--- src/rtl/pin_delay_pkg.sv ---
// Shared definitions for the pin-to-pin delay settle monitor.
package pin_delay_pkg;

  typedef enum logic {
    IDLE = 1'b0,
    WAIT = 1'b1
  } state_t;

  localparam int SYNC_STAGES = 2;

  // Zero-delay reference value of the AND-OR stage for stimulus {a,b,c,d}.
  function automatic logic aoi_expect(input logic [3:0] abcd);
    return (abcd[3] & abcd[2]) | (abcd[1] & abcd[0]);
  endfunction

endpackage

--- src/rtl/sync_2ff.sv ---
// Single-bit synchronizer bringing an asynchronous level into clk_in.
module sync_2ff
  import pin_delay_pkg::*;
(
  input  logic clk_in,
  input  logic rst_in,
  input  logic d_in,
  output logic q_out
);

  logic [SYNC_STAGES-1:0] sr;

  // Shift the asynchronous input through the synchronizer flops.
  always_ff @(posedge clk_in) begin
    if (rst_in) begin
      sr <= '0;
    end else begin
      sr <= {sr[SYNC_STAGES-2:0], d_in};
    end
  end

  assign q_out = sr[SYNC_STAGES-1];

endmodule

--- src/rtl/aoi_settle_monitor.sv ---
// Counts clock cycles from each stimulus change until the delayed AND-OR
// output settles at its zero-delay value, or reports a timeout.
module aoi_settle_monitor
  import pin_delay_pkg::*;
#(
  parameter int CNT_W      = 8,
  parameter int MAX_SETTLE = 6,
  parameter int STABLE_N   = 2
) (
  input  logic             clk_in,
  input  logic             rst_in,
  input  logic             a_in,
  input  logic             b_in,
  input  logic             c_in,
  input  logic             d_in,
  input  logic             y_in,
  output logic             settle_valid_out,
  output logic [CNT_W-1:0] settle_cnt_out,
  output logic             timeout_out,
  output logic             expect_out,
  output logic             busy_out,
  output logic             retrig_out
);

  localparam int               RUN_W    = $clog2(STABLE_N + 1);
  localparam logic [CNT_W-1:0] CNT_MAX  = CNT_W'(MAX_SETTLE);
  localparam logic [RUN_W-1:0] RUN_DONE = RUN_W'(STABLE_N);

  logic [3:0]       in_q, in_qq;
  logic             chg, exp_c, y_s;
  state_t           state, state_n;
  logic [CNT_W-1:0] cnt, cnt_n, cnt_out_n;
  logic [RUN_W-1:0] run, run_n, run_inc;
  logic             exp_r, exp_n;
  logic             valid_n, to_n, retrig_n;

  // Stimulus capture and one-cycle history for change detection.
  always_ff @(posedge clk_in) begin
    if (rst_in) begin
      in_q  <= '0;
      in_qq <= '0;
    end else begin
      in_q  <= {a_in, b_in, c_in, d_in};
      in_qq <= in_q;
    end
  end

  assign chg     = (in_q != in_qq);
  assign exp_c   = aoi_expect(in_q);
  assign run_inc = run + 1'b1;

  sync_2ff u_y_sync (
    .clk_in (clk_in),
    .rst_in (rst_in),
    .d_in   (y_in),
    .q_out  (y_s)
  );

  // FSM state, counters and registered result outputs.
  always_ff @(posedge clk_in) begin
    if (rst_in) begin
      state            <= IDLE;
      cnt              <= '0;
      run              <= '0;
      exp_r            <= 1'b0;
      settle_valid_out <= 1'b0;
      settle_cnt_out   <= '0;
      timeout_out      <= 1'b0;
      retrig_out       <= 1'b0;
    end else begin
      state            <= state_n;
      cnt              <= cnt_n;
      run              <= run_n;
      exp_r            <= exp_n;
      settle_valid_out <= valid_n;
      settle_cnt_out   <= cnt_out_n;
      timeout_out      <= to_n;
      retrig_out       <= retrig_n;
    end
  end

  // Next-state logic: cnt tracks mismatching cycles, run tracks the current matching streak.
  always_comb begin
    state_n   = state;
    cnt_n     = cnt;
    run_n     = run;
    exp_n     = exp_r;
    valid_n   = 1'b0;
    to_n      = 1'b0;
    retrig_n  = 1'b0;
    cnt_out_n = settle_cnt_out;
    case (state)
      IDLE: begin
        if (chg) begin
          state_n = WAIT;
          exp_n   = exp_c;
          cnt_n   = '0;
          run_n   = '0;
        end
      end
      WAIT: begin
        if (chg) begin
          exp_n    = exp_c;
          cnt_n    = '0;
          run_n    = '0;
          retrig_n = 1'b1;
        end else if (y_s == exp_r) begin
          run_n = run_inc;
          if (run_inc == RUN_DONE) begin
            valid_n   = 1'b1;
            cnt_out_n = cnt;
            state_n   = IDLE;
          end
        end else begin
          run_n = '0;
          if (cnt == CNT_MAX) begin
            valid_n   = 1'b1;
            to_n      = 1'b1;
            cnt_out_n = cnt;
            state_n   = IDLE;
          end else begin
            cnt_n = cnt + 1'b1;
          end
        end
      end
      default: state_n = IDLE;
    endcase
  end

  assign busy_out   = (state == WAIT);
  assign expect_out = exp_r;

endmodule
--- config.mk ---
export PLATFORM = sky130hd
export DESIGN_NAME = aoi_settle_monitor
export DESIGN_NICKNAME = d
export VERILOG_FILES = /design/src/rtl/pin_delay_pkg.sv /design/src/rtl/sync_2ff.sv /design/src/rtl/aoi_settle_monitor.sv
export SDC_FILE = /design/constraint.sdc
export NUM_CORES = 1
export LEC_CHECK = 0
export CORE_ASPECT_RATIO = 0.6
export CORE_MARGIN = 10
export CORE_UTILIZATION = 40
export DETAILED_ROUTE_END_ITERATION = 6
export HOLD_SLACK_MARGIN = 0.08
export SYNTH_ARGS = -nofsm -noshare
export SYNTH_HDL_FRONTEND = slang
export SYNTH_SLANG_ARGS = --single-unit
export TNS_END_PERCENT = 10
--- constraint.sdc ---
create_clock -name clk_in -period 2.5 [get_ports clk_in]
set_input_delay 0.375 -clock clk_in [delete_from_list [all_inputs] [get_ports clk_in]]
set_output_delay 0.375 -clock clk_in [all_outputs]
set_load 0.03 [all_outputs]
* Yosys cells after proc, flatten, opt, wreduce, memory -nomap -nowiden
Cells that the tools add are included.
Word-level totals: register bits after elaboration 33, word-level logic and storage cells 54
Cells by class: bitwise logic cells 5, reductions and logical operators 6, $add $sub $neg 2, mux-type cells 22, equal/unequal tests 8
Operators by type and width (number):
- $mux W8 | 7
- $pmux W8 S2 | 1
- $mux W1 | 9
- $add A8 B1 Y8 const B | 1
- $eq A8 B3 Y1 const B | 1
- $mux W2 | 3
- $ne A3 B3 Y1 const B | 2
- $ne A4 B4 Y1 | 1
- $pmux W2 S2 | 1
- $reduce_and A4 Y1 | 1
- $reduce_or A4 Y1 | 1
- $reduce_and A3 Y1 | 1
- $reduce_or A3 Y1 | 1
- $add A2 B1 Y2 const B | 1
- $and A1 B1 Y1 | 2
- $eq A2 B2 Y1 const B | 1
- $ne A2 B1 Y1 const B | 1
- $ne A2 B2 Y1 const B | 1
- $not A1 Y1 | 2
- $pmux W1 S2 | 1
- $reduce_bool A2 Y1 | 1
- $reduce_or A2 Y1 | 1
- $eq A1 B1 Y1 | 1
- $or A1 B1 Y1 | 1

* Logic depth before layout (Yosys ltp)
Gate-level depths: netlist (run 1).
depth after elaboration 6, mapped depth 7, depth with buffers taken out 6

* Modules after synthesis
A second synthesis (run 1) with hierarchy kept.
Unflattened totals: cells, all modules 139, area total of the unflattened synthesis 1372.6 µm²
Modules (own cells, without submodules):
- aoi_settle_monitor | sequential area each 620.6 µm², instances 1, area each 1320.0 µm², cells an instance 135
- sync_2ff | sequential area each 40.0 µm², instances 1, area each 52.6 µm², cells an instance 4

* Least setup slack after synthesis (run 1)
OpenSTA, ideal clock, no wires.
path kind reg2reg, start point register cnt[0], end point register cnt[5], cell stages (with the launch flop) 7, library setup time 0.132 ns, period minus slack after synthesis 1.716 ns, arrival 1.583 ns, path slack 0.784 ns, path buffers 0, cell sequence dfxtp_1 -> inv_1 -> ha_1 -> nor4b_1 -> a2111oi_1 -> a31o_2 -> a21oi_1
On the way: cells in the longest elaborated chain, start to end 5
RTL lines:
- from (decl) | line aoi_settle_monitor.sv:32 | logic [CNT_W-1:0] cnt, cnt_n, cnt_out_n;
- from (signal assigned) | line aoi_settle_monitor.sv:72 | cnt <= cnt_n;
- $add A8 B1 Y8 | line aoi_settle_monitor.sv:122 | cnt_n = cnt + 1'b1;
- $mux W8 | line aoi_settle_monitor.sv:116 | if (cnt == CNT_MAX) begin
- $mux W8 | line aoi_settle_monitor.sv:107 | end else if (y_s == exp_r) begin
- $mux W8 | line aoi_settle_monitor.sv:102 | if (chg) begin
- $pmux W8 S2 | line aoi_settle_monitor.sv:92 | case (state)
Parallel ways exist; a longest one is shown, timed or not. The select of a mux whose other input is x is not followed. A chain may end at the register's enable or synchronous reset.

* Worst setup path after layout (run 1)
start point register cnt[1], end point register settle_cnt_out[2]
On the way: cells in the longest elaborated chain, start to end 3
RTL lines:
- $eq A8 B3 Y1 | line aoi_settle_monitor.sv:116
- $reduce_bool A2 Y1 (no line)
- $reduce_and A4 Y1 (no line)
- to (signal assigned) | line aoi_settle_monitor.sv:76 | settle_cnt_out <= cnt_out_n;
- to (decl) | line aoi_settle_monitor.sv:18 | output logic [CNT_W-1:0] settle_cnt_out,
No other way between the ends.

==> results of run 1 <==
-- cell families after synthesis --
family | synth area share, %
AND/OR/NAND/NOR | 26.2
AO/OA/AOI/OAI | 9.35
XOR/XNOR | 4.94
adder cells (fa/ha/maj) | 2.65
multiplexers | 6.35
buffers and inverters | 3.97
flip-flops | 46.6
-- critical path, delay by kind of cell, from the launching register on --
family | cells | cell delay (ns)
flip-flops | 1 | 0.41
adder cells (fa/ha/maj) | 1 | 0.19
AND/OR/NAND/NOR | 2 | 0.68
AO/OA/AOI/OAI | 1 | 0.44
multiplexers | 1 | 0.24
-- sequential cells by signal, indices dropped and copies added (netlist names) --
register / cells
cnt: 8
timeout_out: 1
in_q: 4
retrig_out: 1
settle_cnt_out: 8
busy_out: 1
expect_out: 1
settle_valid_out: 1
in_qq: 4
u_y_sync.sr: 2
run: 2
-- worst max path at each step --
stage | startpoint | endpoint | slack (ns) | depth (start not counted)
after CTS | cnt[0] | settle_cnt_out[2] | 0.48 | 6
after global placement | cnt[0] | settle_cnt_out[7] | 0.61 | 6
after detailed placement | cnt[0] | settle_cnt_out[2] | 0.49 | 6
final | cnt[1] | settle_cnt_out[2] | 0.47 | 5
after floorplan | cnt[0] | cnt[5] | 0.78 | 6
after global routing | cnt[0] | settle_cnt_out[6] | 0.35 | 6
-- metal layers --
metal  up-vias  global-route usage, %  wire (um)
met4         0                   2.75          8
met1       482                   11.1       1430
met5         -                      0          0
met3         2                   4.18        200
li1        523                      -          -
met2        27                   14.9       1260
-- cell usage after synthesis (4+ instances only) --
cell | count | share of area (%)
xor2_1 | 5 | 3.1
nand2b_1 | 17 | 7.5
nand3_1 | 4 | 1.4
clkbuf_1 | 4 | 1.1
nor2b_1 | 11 | 4.9
nor2_1 | 6 | 1.6
mux2i_1 | 9 | 6.3
dfxtp_1 | 33 | 47
inv_1 | 5 | 1.3
a21oi_1 | 6 | 2.1
or3_1 | 4 | 1.8
-- final cells by class --
class	instances	area share, %
clock inverter	1	0.288
clock buffer	7	5.55
multi-input combinational	97	40.4
inverter	5	1.08
timing repair buffer	20	11.4
tap	45	3.24
sequential	33	38.0
-- stage by stage --
step           cells  util (%)  cell area (sq um)  hold slack, ns  worst slack (ns)
2_1_floorplan    141         -               1420           0.414             0.784
3_3_place_gp     200      49.2               1640           0.426             0.612
3_5_place_dp     200      49.2               1640           0.436             0.492
4_1_cts          208      52.3               1740           0.452             0.478
5_1_grt          208      52.3               1740           0.468             0.345
6_report         208      52.3               1740           0.445             0.466
-- power by group through the flow --
stage          clock (mW)  sequential [mW]  combinational, mW
2_1_floorplan           0            0.568             0.0538
3_3_place_gp            0            0.562             0.0916
3_5_place_dp            0            0.562             0.0934
4_1_cts             0.442            0.550             0.0936
5_1_grt             0.468            0.552              0.100
6_report            0.431            0.550             0.0922
==> run_results.csv, run 1 <==
group,metric,value,unit
sta,rsz0062_at_grt,"false",
setup_path,regToRegSetupSlack,0.47,ns
final_layout,ff_latch_area,661,sq um
global_route,grt_max_degree,19,
synth,syn-num-nets,151,
placed_design,port_buffers,19,
floorplanning,initial_core_util,42.7,%
final_layout,multi_input_area,702,sq um
min_path,min_path_type,"flip-flop to flip-flop",
synth,yosys_most_used_dff,"dfxtp_1",
placed_design,gp_congestion,0.777,
clock_network,ctsResizeCount,0,
outcome,outcome,"completed",
setup_path,path_cells,"ha_1 -> or4b_4 -> nor3_2 -> o211a_1 -> mux2i_1",
clock_network,insertion_delay,0.27,ns
sta,max_freq,0.492,GHz
clock_network,cts.path.max_buffers,2,
power,comb_power_share,8.6,%
final_layout,nNetsFinal,172,
power,ir_drop,292,uV
floorplanning,fp.dieH,66.1,um
clock_network,cts-htree-levels,2,
global_route,grt_usage,9.30,%
global_route,gr-total-overflow,0,
synth,async_reset_ff_share,0,%
route,post_drt_wl_per_cell,13.9,um
floorplanning,rows,16,
setup_path,reg2regPathDepth,5,
clock_network,path_clk_slew,0.07,ns
sta,finalHoldViolations,0,
route,dr.pass1.iters,4,
min_path,hold_depth,1,
final_layout,syn_to_final_growth,22.4,%
route,drt_iter0_drc,44,
setup_path,worstPathMaxFanout,8,
setup_path,r2r-start,"cnt[1]",
setup_path,crit_type,"flip-flop to flip-flop",
final_layout,antenna_cells,0,
power,leakagePower,0.599,nW
sta,setup_viol,0,
final_layout,fillers,317,
power,intPower,0.829,mW
synth,synth_seq_cells,33,
power,switching_share,22.7,%
clock_network,numCtsBuffers,5,
global_route,antenna_found_initial,0,
power,fin_total_pwr,1.07,mW
final_layout,final_cell_mix,"33 x dfxtp_1, 19 x clkdlybuf4s50_1, 17 x nand2b_1",
synth,avgSynthCellArea,10.1,sq um
setup_path,max_stage_delay,0.47,ns
final_layout,final_common_cell,"dfxtp_1",
synth,yosysWarnings,0,
min_path,hold_path_end,"u_y_sync.sr[1]",
synth,ys_types,36,
setup_path,crit_slowest_cell,"or4b_4",
clock_network,cts_setup_buffers,0,
sta,clock-skew-final,0.00566,ns
sta,period_needed,2.03,ns
floorplanning,io_pins,20,
sta,worstMarginPinSlew,0.666,ns
sta,slew_headroom,55.5,%
synth,synth-edff-count,0,
synth,syn_area,1420,sq um
sta,report.final.slew_viol_count,0,
min_path,min_from,"u_y_sync.sr[0]",
route,routed_wl,2900,um
run,maxCapViolations,0,
sta,final.period_utilization,81.3,%
floorplanning,fp.dieW,96.9,um
global_route,grt_pass1_vias,1029,
clock_network,root_buffer,"clkbuf_8",
power,switching_power,0.244,mW
placed_design,hpwl,2220,um
route,ant_nets,0,
global_route,grt_pass1_wl,4900,um
setup_path,end_kind,"flip-flop",
final_layout,final_layout_size_suffix_gt1_share,9.20,%
route,via_per_inst,4.97,
clock_network,cts.sinks,33,
synth,syn_inst,141,
sta,fin_tns_setup,0,ns
power,seqPwrFrac,51.3,%
clock_network,cts_tree,"built",
setup_path,required,2.70,ns
floorplanning,core_area,3320,sq um
setup_path,r2r-end,"settle_cnt_out[2]",
route,drc,0,
route,vias,1034,
power,power.clock.fraction,40.1,%
floorplanning,die_area,6410,sq um
power,powerDensity,618,nW/um^2
synth,synth_seq_area_share,46.6,%
setup_path,cp-start-kind,"flip-flop",
setup_path,arrival,2.24,ns
clock_network,cts_hold_buf,0,
Power figures use the tool's default switching activity.
==> run 2, diff against run 1 <==
==> constraint.sdc (replaced) <==
create_clock -name clk_in -period 2 [get_ports clk_in]
set_input_delay 0.3 -clock clk_in [delete_from_list [all_inputs] [get_ports clk_in]]
set_output_delay 0.3 -clock clk_in [all_outputs]
set_load 0.03 [all_outputs]
==> run 2 against run 1 <==
Against the previous run: clock power increased by 9.3%; clock skew up 0.0025 ns; die area unchanged; critical path depth grew 1; sequential share of layout area fell by 1.0 points; first-iteration DRC count grew 4.5%; wire length is 4.1% higher; final cell count grew 3.4%; utilization grew 1.4 points; register-to-register slack got worse by 0.31 ns; sequential cell count did not move; critical endpoint is now settle_cnt_out[0].
==> run_results.csv, run 2 (synthesis gave the netlist of run 1 again) <==
group,metric,value,unit
outcome,outcome,"completed",
clock_network,insertion_delay,0.28,ns
global_route,grt_max_degree,22,
setup_path,cp-start-kind,"flip-flop",
setup_path,worstPathMaxFanout,8,
placed_design,port_buffers,19,
global_route,busiest_layer,"met2",
global_route,grt_pass1_vias,1048,
route,routed_wl,3020,um
route,ant_nets,0,
sta,slew_headroom,65.2,%
final_layout,final_common_cell,"dfxtp_1",
route,post_drt_wl_per_cell,14.0,um
final_layout,final_cell_area,1780,sq um
clock_network,cts.sinks,33,
sta,worstMarginPinSlew,0.518,ns
clock_network,numCtsBuffers,5,
floorplanning,fp.dieH,66.1,um
clock_network,cts-htree-levels,2,
route,dr.pass1.iters,4,
sta,report.final.slew_viol_count,0,
route,vias,1038,
final_layout,final_cell_mix,"33 x dfxtp_1, 19 x clkdlybuf4s50_1, 17 x nand2b_1",
final_layout,top_regs,"cnt (8), settle_cnt_out (8)",
placed_design,hpwl,2300,um
final_layout,final_layout_size_suffix_gt1_share,13.5,%
global_route,gr-total-overflow,0,
global_route,antenna_found_initial,0,
final_layout,antenna_cells,0,
sta,period_needed,1.84,ns
clock_network,cts_tree,"built",
sta,setup_slack,0.159,ns
placed_design,dp.cells,207,
sta,max_freq,0.543,GHz
sta,rsz0062_at_grt,"false",
floorplanning,core_area,3320,sq um
setup_path,required,2.21,ns
min_path,min_path_type,"flip-flop to flip-flop",
setup_path,crit_type,"flip-flop to flip-flop",
clock_network,root_buffer,"clkbuf_8",
final_layout,syn_to_final_growth,25.7,%
power,switching_power,0.308,mW
floorplanning,fp.dieW,96.9,um
power,switching_share,24.2,%
power,seqPwrFrac,53.9,%
setup_path,end_kind,"flip-flop",
sta,fin_tns_setup,0,ns
power,ir_drop,355,uV
sta,final.period_utilization,92.1,%
power,comb_power_share,9.3,%
floorplanning,initial_core_util,42.7,%
clock_network,path_clk_slew,0.07,ns
sta,clock-skew-final,0.00818,ns
power,fin_total_pwr,1.28,mW
power,leakagePower,0.628,nW
sta,finalHoldViolations,0,
floorplanning,io_pins,20,
setup_path,arrival,2.05,ns
floorplanning,rows,16,
power,power.clock.fraction,36.9,%
power,powerDensity,716,nW/um^2
placed_design,gp_congestion,0.861,
global_route,grt_pass1_wl,5140,um
run,maxCapViolations,0,
route,via_per_inst,4.83,
global_route,met2_usage,14.0,%
clock_network,cts_setup_buffers,0,
final_layout,finalNonFillerCells,215,
global_route,gr-usage-met1,12.8,%
final_layout,nNetsFinal,179,
floorplanning,die_area,6410,sq um
route,drt_iter0_drc,46,
route,drc,0,
power,intPower,0.968,mW
global_route,grt_usage,9.94,%
global_route,met3_usage,4.18,%
setup_path,regToRegSetupSlack,0.16,ns
placed_design,placedInstanceArea,1690,sq um
sta,setup_viol,0,
placed_design,post-place-ws,0.0343,ns
clock_network,cts.path.max_buffers,2,
-- run 2: cell count changes in the layout (fill, tap and decap cells not counted), sizes merged --
cell,delta
buf,+7
clkbuf,-1
clkinv,+1
-- run 2: area by class of cell --
| type | instances | area (sq um) |
|---|---|---|
| repair buffers | 27 | 250 |
| fillers | 318 | 1540 |
| inverters | 5 | 18.8 |
| flip-flops and latches | 33 | 661 |
| clock buffers | 6 | 72.6 |
| clock inverters | 2 | 10.0 |
| multi-input cells | 97 | 716 |
| well taps | 45 | 56.3 |
-- run 2: worst paths after layout --
kind,startpoint,endpoint,cells after the start
worst max-delay path,cnt[0],settle_cnt_out[0],6
worst min-delay path,u_y_sync.sr[0],u_y_sync.sr[1],1
worst max register to register,cnt[0],settle_cnt_out[0],6
worst min register to register,u_y_sync.sr[0],u_y_sync.sr[1],1
-- run 2: critical path, stage by stage, from the launching register on --
cell     delay [ns]
dfxtp_1        0.36
inv_1          0.07
ha_1           0.15
or4b_4         0.47
nor3_2         0.24
o211a_4        0.28
mux2i_1        0.20
-- run 2: timing repair --
| item | CTS | global route |
|---|---|---|
| endpoints found under the setup margin | 0 | 9 |
| resized for setup | 0 | 3 |
| hold buffers | 0 | 0 |
-- run 2: power by group through the flow --
stage | combinational (mW) | sequential [mW] | clock (mW)
detailed placement | 0.118 | 0.702 | 0
finish | 0.118 | 0.688 | 0.471
global route | 0.131 | 0.689 | 0.523
global placement | 0.116 | 0.702 | 0
floorplan | 0.0673 | 0.710 | 0
CTS | 0.119 | 0.687 | 0.489
-- run 2: routing by layer --
| metal | up-vias | share of wire [%] |
|---|---|---|
| li1 | 535 | - |
| met1 | 475 | 50 |
| met2 | 23 | 42 |
| met3 | 5 | 6.4 |
| met4 | 0 | 1.1 |
| met5 | - | 0 |
-- run 2: stage by stage --
| step | utilization, % | hold slack [ns] |
|---|---|---|
| finish | 53.7 | 0.442 |
| detailed placement | 50.8 | 0.434 |
| floorplan | - | 0.414 |
| CTS | 53.3 | 0.448 |
| global placement | 50.8 | 0.428 |
| global route | 53.7 | 0.468 |
==> run 3, diff against run 2 <==
--- a/config.mk
+++ b/config.mk
@@ -6,7 +6,6 @@
 export NUM_CORES = 1
 export LEC_CHECK = 0
 export CORE_ASPECT_RATIO = 0.6
-export CORE_MARGIN = 10
 export CORE_UTILIZATION = 40
 export DETAILED_ROUTE_END_ITERATION = 6
 export HOLD_SLACK_MARGIN = 0.08
==> run 3 against run 2 <==
Against the previous run: register-to-register slack got worse by 0.05 ns; die area fell by 41%; utilization rose by 0.30 points; clock skew fell by 0.0042 ns; non-clock buffer count fell by 1; clock power rose by 15%; sequential cell count did not move.
==> run_results.csv, run 3 (synthesis gave the netlist of run 1 again) <==
group,metric,value,unit
power,intPower,1.04,mW
sta,final.period_utilization,94.6,%
power,powerDensity,751,nW/um^2
route,dr.pass1.iters,4,
final_layout,final_cell_mix,"33 x dfxtp_1, 19 x clkdlybuf4s50_1, 17 x nand2b_1",
setup_path,crit_slowest_cell,"or4b_4",
power,power.clock.fraction,40.1,%
final_layout,ff_latch_area,661,sq um
sta,period_needed,1.89,ns
final_layout,nNetsFinal,178,
sta,clock-skew-final,0.00399,ns
sta,slew_headroom,64.6,%
placed_design,port_buffers,19,
power,ir_drop,342,uV
clock_network,cts.sinks,33,
sta,worstMarginPinSlew,0.523,ns
sta,rsz0062_at_grt,"false",
final_layout,antenna_cells,0,
route,drt_iter0_drc,28,
setup_path,arrival,2.09,ns
setup_path,end_kind,"flip-flop",
placed_design,gp_congestion,0.862,
sta,max_freq,0.529,GHz
clock_network,insertion_delay,0.28,ns
floorplanning,initial_core_util,42.7,%
sta,setup_viol,0,
sta,setup_slack,0.109,ns
global_route,grt_pass1_vias,947,
power,leakagePower,0.634,nW
global_route,grt_usage,16.5,%
clock_network,cts_tree,"built",
final_layout,fillers,311,
sta,finalHoldViolations,0,
clock_network,path_clk_slew,0.07,ns
route,ant_nets,0,
floorplanning,fp.dieW,78.9,um
global_route,antenna_found_initial,0,
clock_network,cts_setup_buffers,0,
final_layout,final_common_cell,"dfxtp_1",
setup_path,crit_buf_inv,2,
floorplanning,io_pins,20,
route,drc,0,
setup_path,cp-start-kind,"flip-flop",
global_route,grt_pass1_wl,4510,um
setup_path,crit_type,"flip-flop to flip-flop",
power,switching_share,22.9,%
setup_path,worstPathMaxFanout,8,
sta,fin_tns_setup,0,ns
floorplanning,fp.dieH,48.1,um
sta,report.final.slew_viol_count,0,
route,post_drt_wl_per_cell,13.1,um
clock_network,ctsResizeCount,0,
power,seqPwrFrac,51.0,%
final_layout,final_layout_size_suffix_gt1_share,12.4,%
final_layout,syn_to_final_growth,26.5,%
power,switching_power,0.308,mW
floorplanning,die_area,3800,sq um
route,via_per_inst,4.90,
clock_network,cts_hold_buf,0,
floorplanning,rows,16,
floorplanning,core_area,3320,sq um
global_route,grt_max_degree,29,
setup_path,max_stage_delay,0.48,ns
final_layout,multi_input_area,702,sq um
global_route,gr-total-overflow,0,
clock_network,cts-htree-levels,2,
setup_path,regToRegSetupSlack,0.11,ns
route,routed_wl,2790,um
setup_path,crit_family,"simple AND/OR/NAND/NOR gates",
clock_network,numCtsBuffers,5,
clock_network,cts.path.max_buffers,2,
min_path,min_path_type,"flip-flop to flip-flop",
final_layout,top_regs,"cnt (8), settle_cnt_out (8)",
run,maxCapViolations,0,
clock_network,root_buffer,"clkbuf_8",
route,vias,1049,
setup_path,path_cells,"inv_1 -> ha_1 -> or4b_4 -> nor3_2 -> o211a_1 -> buf_12 -> mux2i_1",
outcome,outcome,"completed",
placed_design,hpwl,2070,um
setup_path,required,2.20,ns
power,comb_power_share,8.9,%
placed_design,post-place-ws,0.134,ns
-- run 3: cell count changes in the layout (fill, tap and decap cells not counted), sizes merged --
cell | previous run | this run
clkinv | 2 | 1
clkbuf | 6 | 7
buf | 8 | 7
-- run 3: per-layer routing --
layer	wire, um	global-route usage (%)
met5	0	0
met4	44	9.09
met3	113	5.23
met2	1100	24.2
met1	1530	22.2
-- run 3: cell type report --
type                       instances  area share (%)
clock buffer                       7            5.37
clock inverter                     1           0.279
tap                               45            3.14
inverter                           5            1.05
sequential                        33            36.8
multi-input combinational         97            39.1
timing repair buffer              26            14.2
-- run 3: worst register-to-register path, delay by kind of cell, from the launching register on --
kind / cells / cell delay [ns]
and+or+nand+nor: 2 / 0.69
DFF: 1 / 0.36
buffers and inverters: 2 / 0.21
AOI/OAI and AO/OA: 1 / 0.21
muxes: 1 / 0.20
adders and majority gates: 1 / 0.16
-- run 3: final timing paths --
path	start	endpoint	cells after the start
setup / recovery	cnt[0]	settle_cnt_out[6]	7
hold / removal	u_y_sync.sr[0]	u_y_sync.sr[1]	1
setup reg to reg	cnt[0]	settle_cnt_out[6]	7
hold reg to reg	u_y_sync.sr[0]	u_y_sync.sr[1]	1
-- run 3: power by group through the flow --
stage	Combinational (mW)	Clock (mW)	Sequential (mW)
after floorplan	0.0673	0	0.710
after global placement	0.118	0	0.702
after detailed placement	0.120	0	0.702
after CTS	0.121	0.556	0.687
after global routing	0.131	0.591	0.689
final	0.120	0.541	0.688
-- run 3: metrics by stage --
stage               power [mW]  util [%]  hold WS (ns)  instance area [sq um]  cells
detailed placement       0.823      50.9         0.437                   1690    206
CTS                       1.36      54.0         0.454                   1790    214
floorplan                0.778         -         0.414                   1420    141
global placement         0.820      50.9         0.423                   1690    206
finish                    1.35      54.0         0.448                   1790    214
global route              1.41      54.0         0.464                   1790    214
==> edit, RTL diff (settings of run 2) <==
Put one more register stage on the output `settle_valid_out`. The value now appears one clock later. The other outputs are not delayed to match.
--- a/src/rtl/aoi_settle_monitor.sv
+++ b/src/rtl/aoi_settle_monitor.sv
@@ -27,2 +27,4 @@
   localparam logic [RUN_W-1:0] RUN_DONE = RUN_W'(STABLE_N);
+
+  logic settle_valid_s0;
 
@@ -65,3 +67,3 @@
       exp_r            <= 1'b0;
-      settle_valid_out <= 1'b0;
+      settle_valid_s0 <= 1'b0;
       settle_cnt_out   <= '0;
@@ -74,3 +76,3 @@
       exp_r            <= exp_n;
-      settle_valid_out <= valid_n;
+      settle_valid_s0 <= valid_n;
       settle_cnt_out   <= cnt_out_n;
@@ -132,2 +134,6 @@
 
+  always_ff @(posedge clk_in) begin
+    settle_valid_out <= settle_valid_s0;
+  end
+
 endmodule
Behaviour: not the same (Yosys sat finds a counterexample within 10 cycles, from zero or initial values and one cycle with rst_in high).
==> edit against run 2 <==
  * Synthesized cell count is 5.7% higher
  * Sequential cell count rose by 1
  * Global-route usage decreased by 0.092 points
  * Power up 7.8%
  * Worst setup slack improved by 0.018 ns
  * Final area is 3.5% higher
  * Count of clock-buffer cells in the layout is 1 higher
  * Wire length up 2.1%
  * Sequential power increased by 3.2%
  * Clock skew down 0.0016 ns
  * Synthesized area is 5.8% higher
  * Worst hold slack got worse by 0.11 ns
  * Critical endpoint is now settle_cnt_out[1]
  * Largest power group unchanged
==> edit: results <==
export IMPL_wl_met3_um=268
export IMPL_dp_hpwl_mm=2.32
export IMPL_fillCellCount=338
export IMPL_critPathTopFamily="compound AO/OA/AOI/OAI gates"
export IMPL_holdCritStartpoint="settle_valid_s0"
export IMPL_routed_wl_mm=3.08
export IMPL_use_met3_pct=4.79
export IMPL_fin_nets=183
export IMPL_pg_seq_uw=710
export IMPL_highest_layer="met4"
export IMPL_grt_pass1_wl_mm=5.19
export IMPL_fin_skew_ns=0.00660
export IMPL_grt_pass1_vias=1088
export IMPL_synth_compound_area_share_pct=10.8
export IMPL_syn_num_nets=159
export IMPL_ir_drop_v=0.000342
export IMPL_crit_slowest_cell="a211oi_4"
export IMPL_ctsHtreeMaxLevel=2
export IMPL_grt_max_degree=25
export IMPL_dpl_cell_count=213
export IMPL_timing_rr_end="settle_cnt_out[1]"
export IMPL_drive_gt1_share_pct=12.6
export IMPL_tapCellCount=47
export IMPL_drtIter0Drc=55
export IMPL_wl_met2_mm=1.16
export IMPL_reg2reg_setup_slack_ns=0.18
export IMPL_grt_use_met1_pct=12.9
export IMPL_switchingPower_uw=340
export IMPL_hold_path_depth=0
export IMPL_pg_clk_uw=518
export IMPL_worstPathMaxFanout=6
export IMPL_drt_met1_wl_mm=1.59
export IMPL_clk_share_pct=4.95
export IMPL_nClkBuffers=7
export IMPL_yosys_top_cells_area="dfxtp_1 45%, nand2b_1 7.1%, mux2i_1 6.0%, nor2b_1 4.2%, xnor2_1 3.5%"
export IMPL_ys_seq_area_share_pct=45.3
export IMPL_cp_data_arrival_time_ns=2.03
export IMPL_hold_end="settle_valid_out"
export IMPL_stdcell_count=221
export IMPL_cts_clk_slew_worst_paths_ns=0.07
export IMPL_synth_area_per_cell_um2=10.1
export IMPL_gp_congestion=0.786
export IMPL_hold_slack_ns=0.335
export IMPL_relSlewSlack_pct=67.5
export IMPL_p_leak_uw=0.000620
export IMPL_outcome="complete, no violations"
export IMPL_multi_input_cells=106
export IMPL_synth_fa_ha_area_share_pct=2.50
export IMPL_synth_xor_area_share_pct=4.58
export IMPL_synth_common_cells="34 x dfxtp_1, 17 x nand2b_1, 10 x nor2b_1, 9 x mux2i_1, 9 x nor2_1"
export IMPL_ys_types=38
export IMPL_clock_sinks=34
export IMPL_layout_nonclk_buf_share_pct=11.9
export IMPL_inverters_excl_clock=3
export IMPL_yosys_warnings=0
export IMPL_n_all_buffers=23
[edit: changes by cell type after synthesis, moves of 2 or more]
cell | before | now
buf_2 | 0 | 2
nand2_1 | 2 | 5
nor3_1 | 2 | 6
xor2_1 | 5 | 0
o41ai_1 | 0 | 2
xnor2_1 | 3 | 6
a21oi_1 | 6 | 3
o22ai_1 | 0 | 4
inv_1 | 5 | 3
nor2_1 | 6 | 9
buf_6 | 2 | 0
[edit: stage by stage]
step	utilization (%)	setup slack (ns)
finish	50.8	0.177
global route	50.8	0.0140
CTS	50.8	0.168
detailed placement	48.3	0.198
global placement	48.3	0.273
floorplan	-	0.261
[edit: worst max path at each step]
stage,startpoint,end,slack (ns),cells after the start
floorplan,expect_out,cnt[7],0.26,4
global placement,cnt[0],cnt[7],0.27,6
detailed placement,cnt[0],settle_cnt_out[0],0.20,6
CTS,cnt[0],settle_cnt_out[1],0.17,6
global route,expect_out,settle_cnt_out[4],0.01,4
finish,cnt[0],settle_cnt_out[1],0.18,6
